**config.mk**
```make
export PLATFORM = sky130hd
export DESIGN_NAME = piezo_sfx_scheduler
export DESIGN_NICKNAME = d
export VERILOG_FILES = /design/src/rtl/piezo_sfx_scheduler.sv
export SDC_FILE = /design/constraint.sdc
export NUM_CORES = 1
export LEC_CHECK = 0
export BUFFER_PORTS_ARGS = -buffer_cell sky130_fd_sc_hd__buf_4
export CAP_MARGIN = 20
export CORE_MARGIN = 4
export CORE_UTILIZATION = 30
export CTS_CLUSTER_SIZE = 16
export DETAILED_ROUTE_END_ITERATION = 6
export PLACE_DENSITY_LB_ADDON = 0.15
export SLEW_MARGIN = 15
export SYNTH_ARGS = -nofsm -noshare
export SYNTH_HDL_FRONTEND = slang
export SYNTH_SLANG_ARGS = --single-unit
```
**constraint.sdc**
```tcl
create_clock -name clk -period 2.7 [get_ports clk]
set_input_delay 0.405 -clock clk [delete_from_list [all_inputs] [get_ports clk]]
set_output_delay 0.405 -clock clk [all_outputs]
set_load 0.1 [all_outputs]
```
**src/rtl/piezo_sfx_scheduler.sv**
```systemverilog
// Piezo sound-effect scheduler: latches effect requests, grants by fixed priority with
// preemption, and steps the granted effect's note table. Optional macro: SFX_RETRIGGER_EN.
module piezo_sfx_scheduler #(
  parameter int NOTE_DUR = 300,
  parameter int GAP_DUR  = 50,
  parameter int DIV_W    = 10
) (
  input  logic             clk,
  input  logic             rst,
  input  logic [3:0]       req,
  input  logic             flush,
  input  logic             mute,
  output logic [DIV_W-1:0] tone_div,
  output logic             busy,
  output logic [3:0]       grant,
  output logic [3:0]       pending,
  output logic             done,
  output logic             abort
);

  localparam int MAX_DUR = (NOTE_DUR > GAP_DUR) ? NOTE_DUR : GAP_DUR;
  localparam int TW      = ($clog2(MAX_DUR + 1) > 16) ? $clog2(MAX_DUR + 1) : 16;

  typedef enum logic [1:0] {
    ST_IDLE = 2'd0,
    ST_PLAY = 2'd1,
    ST_GAP  = 2'd2
  } state_t;

  state_t          state_r, state_s;
  logic [3:0]      grant_r, grant_s;
  logic [3:0]      pending_r, pending_s;
  logic [1:0]      eff_r, eff_s;
  logic [2:0]      note_r, note_s;
  logic [TW-1:0]   timer_r, timer_s;
  logic            done_r, done_s;
  logic            abort_r, abort_s;
  logic [1:0]      top_s;
  logic            higher_s;

  // Note code (DO=2, MI=4, SOL=6, silent=0) for a given effect and note index.
  function automatic logic [2:0] note_code(input logic [1:0] eff, input logic [2:0] idx);
    logic [2:0] code;
    case ({eff, idx})
      5'b00_000: code = 3'd2;
      5'b01_000: code = 3'd2;
      5'b01_001: code = 3'd4;
      5'b01_010: code = 3'd6;
      5'b10_000: code = 3'd2;
      5'b10_001: code = 3'd4;
      5'b10_010: code = 3'd6;
      5'b10_011: code = 3'd4;
      5'b10_100: code = 3'd2;
      5'b11_000: code = 3'd2;
      5'b11_010: code = 3'd2;
      5'b11_100: code = 3'd2;
      default:   code = 3'd0;
    endcase
    return code;
  endfunction

  function automatic logic [2:0] effect_len(input logic [1:0] eff);
    logic [2:0] len;
    case (eff)
      2'd0:    len = 3'd1;
      2'd1:    len = 3'd3;
      default: len = 3'd6;
    endcase
    return len;
  endfunction

  function automatic logic [1:0] highest(input logic [3:0] p);
    logic [1:0] idx;
    if (p[3])      idx = 2'd3;
    else if (p[2]) idx = 2'd2;
    else if (p[1]) idx = 2'd1;
    else           idx = 2'd0;
    return idx;
  endfunction

  // Next-state, pending-latch and pulse decode.
  always_comb begin
    state_s   = state_r;
    grant_s   = grant_r;
    eff_s     = eff_r;
    note_s    = note_r;
    timer_s   = timer_r;
    done_s    = 1'b0;
    abort_s   = 1'b0;
    // A request for the effect already playing never latches.
    pending_s = pending_r | (req & ~grant_r);
    top_s     = highest(pending_r);
    higher_s  = (pending_r != 4'd0) && (top_s > eff_r);

    if (flush) begin
      state_s   = ST_IDLE;
      grant_s   = 4'd0;
      eff_s     = 2'd0;
      note_s    = 3'd0;
      timer_s   = '0;
      pending_s = 4'd0;
      abort_s   = (state_r == ST_PLAY);
    end else begin
      case (state_r)
        ST_IDLE: begin
          if (pending_r != 4'd0) begin
            state_s = ST_PLAY;
          end else begin
            state_s = ST_IDLE;
          end
        end
        ST_PLAY: begin
          if (higher_s) begin
            abort_s = 1'b1;
`ifdef SFX_RETRIGGER_EN
          end else if ((req & grant_r) != 4'd0) begin
            note_s  = 3'd0;
            timer_s = '0;
`endif
          end else if (timer_r == TW'(NOTE_DUR - 1)) begin
            timer_s = '0;
            if (note_r < 3'(effect_len(eff_r) - 3'd1)) begin
              note_s = note_r + 3'd1;
            end else begin
              note_s  = 3'd0;
              done_s  = 1'b1;
              grant_s = 4'd0;
              state_s = ST_GAP;
            end
          end else begin
            timer_s = timer_r + TW'(1);
          end
        end
        ST_GAP: begin
          if (pending_r != 4'd0) begin
            state_s = ST_PLAY;
          end else if (timer_r == TW'(GAP_DUR - 1)) begin
            timer_s = '0;
            state_s = ST_IDLE;
          end else begin
            timer_s = timer_r + TW'(1);
          end
        end
        default: begin
          state_s = ST_IDLE;
          grant_s = 4'd0;
          timer_s = '0;
          note_s  = 3'd0;
        end
      endcase

      // Fresh grant from IDLE, or a switch out of PLAY/GAP; the granted bit wins over a same-edge set.
      if ((state_r == ST_IDLE && pending_r != 4'd0) ||
          (state_r == ST_PLAY && higher_s) ||
          (state_r == ST_GAP && pending_r != 4'd0)) begin
        grant_s   = 4'b0001 << top_s;
        eff_s     = top_s;
        note_s    = 3'd0;
        timer_s   = '0;
        pending_s = pending_s & ~(4'b0001 << top_s);
      end else begin
        pending_s = pending_s;
      end
    end
  end

  // State and output registers.
  always_ff @(posedge clk or negedge rst) begin
    if (!rst) begin
      state_r   <= ST_IDLE;
      grant_r   <= 4'd0;
      pending_r <= 4'd0;
      eff_r     <= 2'd0;
      note_r    <= 3'd0;
      timer_r   <= '0;
      done_r    <= 1'b0;
      abort_r   <= 1'b0;
    end else begin
      state_r   <= state_s;
      grant_r   <= grant_s;
      pending_r <= pending_s;
      eff_r     <= eff_s;
      note_r    <= note_s;
      timer_r   <= timer_s;
      done_r    <= done_s;
      abort_r   <= abort_s;
    end
  end

  // Divider code from registered state; silent outside PLAY or while muted.
  always_comb begin
    tone_div = '0;
    if (state_r == ST_PLAY && !mute) begin
      tone_div = DIV_W'(note_code(eff_r, note_r));
    end else begin
      tone_div = '0;
    end
  end

  assign busy    = (state_r != ST_IDLE);
  assign grant   = grant_r;
  assign pending = pending_r;
  assign done    = done_r;
  assign abort   = abort_r;

endmodule

```
[Word-level counts from Yosys, hierarchy flattened]
Memories as Yosys holds them, arrays and structs flattened.
Index checks and enable logic that the tools add are counted.
Word-level totals
  flip-flop bits (word level): 33
  bits in read-only memories: 64
  bits of input ports: 8
  output and inout port bits: 21
  word-level logic and storage cells: 101
  memories kept: 1
Memory list
  (name not given): words 32, width 2, rd ports 1, clocked after memory_dff 0, wr ports 0, RTL line 44  | case ({eff, idx})
Operators by class
  add/sub/neg operators: 3
  $lt $le $gt $ge: 2
  equality and inequality tests: 15
  shift-type cells: 1
  muxes and demuxes: 48
  bitwise operators: 5
  reduce and logical (&&, ||, !) cells: 18
Operators by type and width (number)
  16-bit two-way mux: 6
  16-bit case mux with 3 select lines: 1
  3-bit two-way mux: 10
  4-bit two-way mux: 7
  2-bit two-way mux: 10
  16-bit by 1-bit adder with 16-bit output, second input constant: 1
  16-bit by 6-bit == test with 1-bit output, second input constant: 1
  16-bit by 9-bit == test with 1-bit output, second input constant: 1
  4-bit by 3-bit != test with 1-bit output, second input constant: 3
  3-bit case mux with 2 select lines: 2
  1-bit two-way mux: 10
  4-bit AND: 2
  4-bit inverter: 2
  4-bit case mux with 2 select lines: 1
  4-bit AND reduction: 2
  3-bit by 2-bit != test with 1-bit output, second input constant: 2
  3-bit != test, second input constant: 2
  2-bit case mux with 3 select lines: 1
  3-bit AND reduction: 2
  1-bit logical AND: 5
  2-bit by 1-bit == test with 1-bit output, second input constant: 2
  2-bit zero test: 2
  4-bit by 2-bit != test with 1-bit output, second input constant: 1
  4-bit != test, second input constant: 1
  13 further kinds: 15

[Depth between registers and ports, before layout]
Gate-level depths: netlist of run 1.
  depth after elaboration: 16
  mapped depth: 9
  depth with buffers taken out: 8

[Worst setup path before layout of run 1]
Ideal clock, no wire load.
  kind: register to output
  start: register state_r[1]
  end: output tone_div[1]
  arrival time: 5.496 ns
  data required time: 2.295 ns
  slack: -3.201 ns
  cell stages (with the launch flop): 5
  buffers on the path: 0
  cell sequence: dfrtp_1 > inv_1 > ha_1 > nand2b_1 > a2111oi_0
Between the ends
  cells in the longest elaborated chain, start to end: 3
Ends and longest elaborated chain
  start: declaration: RTL line 30  | state_t state_r, state_s;
  start signal: assignment: RTL line 179  | state_r <= state_s;
  2-bit by 1-bit == test with 1-bit output: RTL line 193  | if (state_r == ST_PLAY && !mute) begin
  1-bit logical AND: RTL line 193
  3-bit two-way mux: RTL line 193
  end: declaration: RTL line 13  | output logic [DIV_W-1:0] tone_div,
Every way passes these cells.

[Worst setup path in the final report of run 1]
  start: register pending_r[3] (netlist: pending[3])
  end: register timer_r[9]
Between the ends
  cells in the longest elaborated chain, start to end: 8
  elaborated cells on any way between the ends: 15
  classes of those cells: order compare: 1; eq/ne: 3; mux: 3; reduce/logical: 8
Ends and longest elaborated chain
  start: declaration: RTL line 32  | logic [3:0] pending_r, pending_s;
  start signal: assignment: RTL line 181  | pending_r <= pending_s;
  2-bit two-way mux: RTL line 74  | if (p[3]) idx = 2'd3;
  2-bit greater-than comparator: RTL line 93  | higher_s = (pending_r != 4'd0) && (top_s > eff_r);
  1-bit logical AND: RTL line 93
  1-bit logical AND: RTL line 154  | (state_r == ST_PLAY && higher_s) ||
  1-bit logical OR: RTL line 153  | if ((state_r == ST_IDLE && pending_r != 4'd0) ||
  1-bit logical OR: RTL line 154
  4-bit by 3-bit != test with 1-bit output (no source line), or another cell as far along
  3-bit AND reduction (no source line) or 16-bit two-way mux (tied branches)
  end signal: assignment: RTL line 184  | timer_r <= timer_s;
  end: declaration: RTL line 35  | logic [TW-1:0] timer_r, timer_s;
Several ways; a longest one is shown, not always the timed one.
A chain may end at the register's enable or synchronous reset.

==> results of run 1 <==
-- layer usage --
layer	share of wire (%)	vias to the layer above	wire length, µm
li1	-	907	-
met1	50	887	2550
met2	47	22	2390
met3	3.0	5	153
met4	0.89	0	46
met5	0	-	0
-- state kept, by name, indices dropped and copies added (netlist names) --
signal   count
pending      4
timer_r     16
eff_r        2
grant        4
abort        1
state_r      2
done         1
note_r       3
-- final timing paths --
| kind | end | slack (ns) | cells past startpoint |
|---|---|---|---|
| max in group asynchronous | pending[2] | 2.31 | 1 |
| setup reg to reg | timer_r[9] | 0.19 | 8 |
| setup / recovery | timer_r[9] | 0.19 | 8 |
| min in group clk | pending[1] | 0.37 | 3 |
| hold reg to reg | grant[2] | 0.52 | 1 |
| hold / removal | timer_r[3] | 0.06 | 1 |
-- area by class of cell --
type / instances / area [µm²]
Clock buffer: 7 / 96.3
Clock inverter: 1 / 5.00
Fill cell: 722 / 4390
Inverter: 16 / 60.1
Multi-Input combinational cell: 183 / 1220
Sequential cell: 33 / 830
Tap cell: 96 / 120
Timing Repair Buffer: 25 / 188
-- cell families (layout without fill, tap and decap cells) --
logic type	count (synthesis)	count (layout)	share of synthesized area [%]
multiplexers	3	3	1.45
AND/OR/NAND/NOR	104	104	26.6
buffers and inverters	30	49	7.11
XOR/XNOR	7	7	2.83
flip-flops	33	33	38.2
AO/OA/AOI/OAI	48	48	16.1
adder cells (fa/ha/maj)	13	13	7.51
other	1	8	0.173
-- placed cells by master, fill, tap and decap left out, types with 3 or more instances in the layout --
cell type and n:
dfrtp_1 30, nor2_1 27, buf_4 25, inv_1 16, nand2_1 16, ha_1 13
a21oi_1 12, nor3_1 10, nand4_1 10, conb_1 8, nand3_1 7, and3_1 7
xor2_1 7, clkbuf_8 7, o21ai_0 6, nor2b_1 4, a21o_1 4, o211ai_1 3
nand2b_1 3, or4_1 3, a22o_1 3, a221o_1 3, o31ai_1 3, dfrtp_2 3
-- power groups by stage --
stage | clock network (µW) | registers (µW) | logic [µW]
floorplan | 0 | 890 | 708
global placement | 0 | 657 | 1230
detailed placement | 0 | 655 | 1240
CTS | 438 | 648 | 1240
global route | 454 | 662 | 1330
finish | 421 | 646 | 1230
-- stage by stage --
step                      instances  utilization (%)
final                           361             36.5
after global routing            361             36.5
after CTS                       361             36.5
after detailed placement        353             35.0
after global placement          353             35.0
after floorplan                 246                -
==> metrics, run 1 <==
status=completed; Design Area, Final=2520 µm²; # clock sinks=33; CTS Buffer Depth=2; Synth top area share=38.2%; width of the die=approximately 93 µm; Overall Power=2300 µW; family with the most delay on the worst path=simple AND/OR/NAND/NOR gates; fmax=roughly 400 MHz; Final nets=around 290; Resized cells post-CTS=0; Area contributors post-synth=dfrtp_1 38%, ha_1 7.5%, nor2_1 4.7%; vias per inst=a little over 5; met3 usage=~2.6%; ANT cells=0; Routed WL per cell=14.2 µm; drt total wl=roughly 5100 µm; fin worst setup slack=between 0.15 and 0.2 ns; sequential share of power=between 20% and 30%; IR drop worst, VDD=approximately 530 µV; share of cells above drive strength 1=roughly 17%; Crit path buffers/inverters=1; most common cell in the netlist=dfrtp_1; r2r startpoint=pending[3]; Critical Path Fanout Max=13; post-layout min period=roughly 2.5 ns; critical path required time=about 2.9 ns; Syn Inst Count=approximately 240; Critical Path AT=roughly 2.7 ns; Vias=roughly 1800; worst min-delay path class=primary input to async pin; die area=approximately 8600 µm²; ys async rst share=100%; Total GRT Usage=12.3%; top cells by count, synth=33 x dfrtp_1, 27 x nor2_1, 16 x inv_1, 16 x nand2_1, 13 x ha_1; HPWL Detailed=3720 µm; warnings from Yosys=0; number of synthesized flops with an enable pin=0; # setup viols final=0; TritonCTS buffer count=5; #FFs+latches synth=33; combinational share of power=approximately 54%; M2 GR Usage=around a fifth; DRC=0; largest net degree at the start of global routing=34; DR pass1 iterations=4; unrepaired setup endpoints after global routing=false; grt met1 use=17.1%; Critical-path top delay cell=or4_1; first-pass GRT wire length=8530 µm; NetSw=between 1000 and 1500 µW; PD cells=911 nW/µm²; fin. max-slew vios=0; post-synth cell types=53; H-tree depth=2; Fin. Hold Viols=0; Initial Utilization=31.3%; Clk pin slew, worst setup/hold paths=0.07 ns; final RePlAce weighted congestion=0.810; CTS tree=done; CP Capture Type=flip-flop; CTS hold repair buffers=0; GRT busiest layer=met2; DP Area=~2400 µm²; Crit path largest cell delay=0.50 ns; initial antenna violation count=0; Startpoint Class=flip-flop; row count=30; post-CTS setup buffers=0; syn avg cell area=roughly 9.1 µm²; hold_ws=between 0.05 and 0.06 ns; Worst-Skew Late Latency=just under 0.3 ns; vias in the first global route=~1700; critical path startpoint=pending[3]; Congestion Overflow GR=0; DRT iter0 DRCs=just over 80; fin crit share=93.0%; CORE AREA=6910 µm²; netlist area before placement=2160 µm²; Switching Fraction=roughly half; Synth area leader=dfrtp_1; setup TNS=0 ns; max-cap viol count=0; Clock power frac=a little under a fifth; Final ANT Viol Nets=0; die height=92.9 µm; Lkg Pwr=about 0.0011 µW; Clock Tree Root=clkbuf_8; Seq/Total Area, Yosys=a little under two fifths; Layout area overhead=16.5%; Setup WS pre-CTS=between 0.2 and 0.25 ns; critical-path cell list=or2_1, ha_1, nor2b_1, o211ai_1, a22oi_1, buf_4, or4_1, nand3_1; port buffer count=20; Primary FF master, synth=dfrtp_1; type of the worst setup path=flip-flop to flip-flop; io pins=29; clock skew=about 0.0052 ns; internal power=between 1000 and 1500 µW
Note: power is estimated with default switching activity, not from simulation.
==> run 2: changes to the inputs <==
--- a/config.mk
+++ b/config.mk
@@ -7,8 +7,10 @@
 export LEC_CHECK = 0
 export BUFFER_PORTS_ARGS = -buffer_cell sky130_fd_sc_hd__buf_4
 export CAP_MARGIN = 20
-export CORE_MARGIN = 4
+export CORE_ASPECT_RATIO = 1.4
+export CORE_MARGIN = 2
 export CORE_UTILIZATION = 30
+export CTS_BUF_LIST = sky130_fd_sc_hd__clkbuf_8 sky130_fd_sc_hd__clkbuf_16
 export CTS_CLUSTER_SIZE = 16
 export DETAILED_ROUTE_END_ITERATION = 6
 export PLACE_DENSITY_LB_ADDON = 0.15
==> run 2 against run 1 <==
Clock skew increased by 0.0032 ns. Worst setup slack lost 0.0040 ns. Sequential power shrank 0.8%. Hold slack improved by 0.0037 ns. Critical path type unchanged. Critical endpoint unchanged.
==> metrics, run 2 (synthesis results as in run 1) <==
status=completed; vias per inst=5.16; HPWL Detailed=between 3000 and 4000 µm; DRT iter0 DRCs=137; final RePlAce weighted congestion=roughly 0.8; CTS tree=done; Startpoint Class=flip-flop; CORE AREA=~7000 µm²; setup TNS=0 ns; sequential share of power=26.2%; Lkg Pwr=0.00112 µW; Clock power frac=between 20% and 30%; post-route non-filler standard cell count=roughly 360; worst min-delay path class=primary input to async pin; TritonCTS buffer count=5; # clock sinks=33; critical path required time=~2.9 ns; Resized cells post-CTS=0; Worst-Skew Late Latency=between 0.2 and 0.3 ns; combinational share of power=between 50% and 60%; Design Area, Final=~2600 µm²; Final ANT Viol Nets=0; fin. max-slew vios=0; final core occ=about 37%; Critical-path top delay cell=or4_1; type of the worst setup path=flip-flop to flip-flop; H-tree depth=2; vias in the first global route=about 1800; Clock Tree Root=clkbuf_8; initial antenna violation count=0; Switching Fraction=around half; fin crit share=~93%; port buffer count=20; reg2reg setup slack=about 0.19 ns; Clk pin slew, worst setup/hold paths=around 0.080 ns; die height=105 µm; Slew @ Worst Pin=0.563 ns; Crit path largest cell delay=around 0.50 ns; unrepaired setup endpoints after global routing=true; Congestion Overflow GR=0; max reg flops=16; io pins=29; DR pass1 iterations=4; DRC=0; critical-path cell list=or2_1, ha_1, nor2b_1, o211ai_1, a22oi_1, buf_4, or4_1, nand3_1; most frequent cells in the layout=30 x dfrtp_1, 27 x nor2_1, 26 x buf_4; CTS Buffer Depth=2; row count=36; Rel. slew slack=between 60 and 70%; fmax=398 MHz; commonest non-fill, non-tap cell in the layout=dfrtp_1; share of cells above drive strength 1=between 10% and 20%; register with the most flip-flops=timer_r; Total GRT Usage=14.4%; Routed WL per cell=between 10 and 15 µm; placed insts=353; width of the die=75.8 µm; CTS hold repair buffers=0; clock skew=about 0.0084 ns; drt total wl=between 5000 and 6000 µm; Final nets=approximately 290; IR drop worst, VDD=just over 500 µV; NetSw=1190 µW; die area=7920 µm²; DP Area=2430 µm²; hold_ws=between 0.06 and 0.07 ns; post-CTS setup buffers=0; Fin. Hold Viols=0; CP Capture Type=flip-flop; first-pass GRT wire length=around 8800 µm; Register-to-Register Path Depth=8; post-layout min period=about 2.5 ns; ANT cells=0; Critical Path AT=2.73 ns; Critical Path Fanout Max=13; largest net degree at the start of global routing=34; Layout fillers=between 700 and 800; Vias=between 1500 and 2000; max-cap viol count=0; # setup viols final=0; PD cells=954 nW/µm²; internal power=1260 µW; Initial Utilization=a little under a third; Layout area overhead=18.4%
## run 2: final timing paths
path / end / start
setup / recovery: timer_r[9] / pending[3]
hold / removal: grant[1] / rst
setup reg to reg: timer_r[9] / pending[3]
hold reg to reg: grant[2] / grant[2]
max in group asynchronous: pending[1] / rst
min in group clk: pending[1] / req[1]
## run 2: routing by layer
metal | global-route usage, % | share of wire [%] | up-vias
li1 | - | - | 912
met1 | 17.6 | 44 | 900
met2 | 24.1 | 51 | 41
met3 | 2.42 | 2.7 | 11
met4 | 6.02 | 2.7 | 0
met5 | 0 | 0 | -
## run 2: worst max-delay path: cells and delay by family (launching register included)
kind	cells	cell delay (ns)
flops	1	0.45
fa+ha+maj	1	0.31
buf+inv	1	0.21
compound gates	2	0.41
simple gates	4	1.05
## run 2: area by class of cell
| type | instances | area (µm²) | area share, % |
|---|---|---|---|
| clock buffer | 5 | 68.8 | 2.68 |
| clock inverter | 3 | 65.1 | 2.54 |
| inverter | 16 | 60.1 | 2.34 |
| multi-input combinational | 183 | 1230 | 47.8 |
| sequential | 33 | 830 | 32.4 |
| tap | 95 | 119 | 4.64 |
| timing repair buffer | 26 | 195 | 7.61 |
## run 2: metrics by stage
stage / worst slack (ns) / power [µW]
finish: 0.186 / 2450
CTS: 0.209 / 2460
floorplan: -0.487 / 1600
detailed placement: 0.240 / 1890
global route: -0.00344 / 2600
global placement: 0.266 / 1900
## run 2: power groups by stage
stage	logic (µW)	clock network, µW	registers [µW]
final	1240	560	641
after global routing	1350	599	652
after CTS	1250	576	642
after detailed placement	1240	0	651
after global placement	1250	0	650
after floorplan	708	0	890
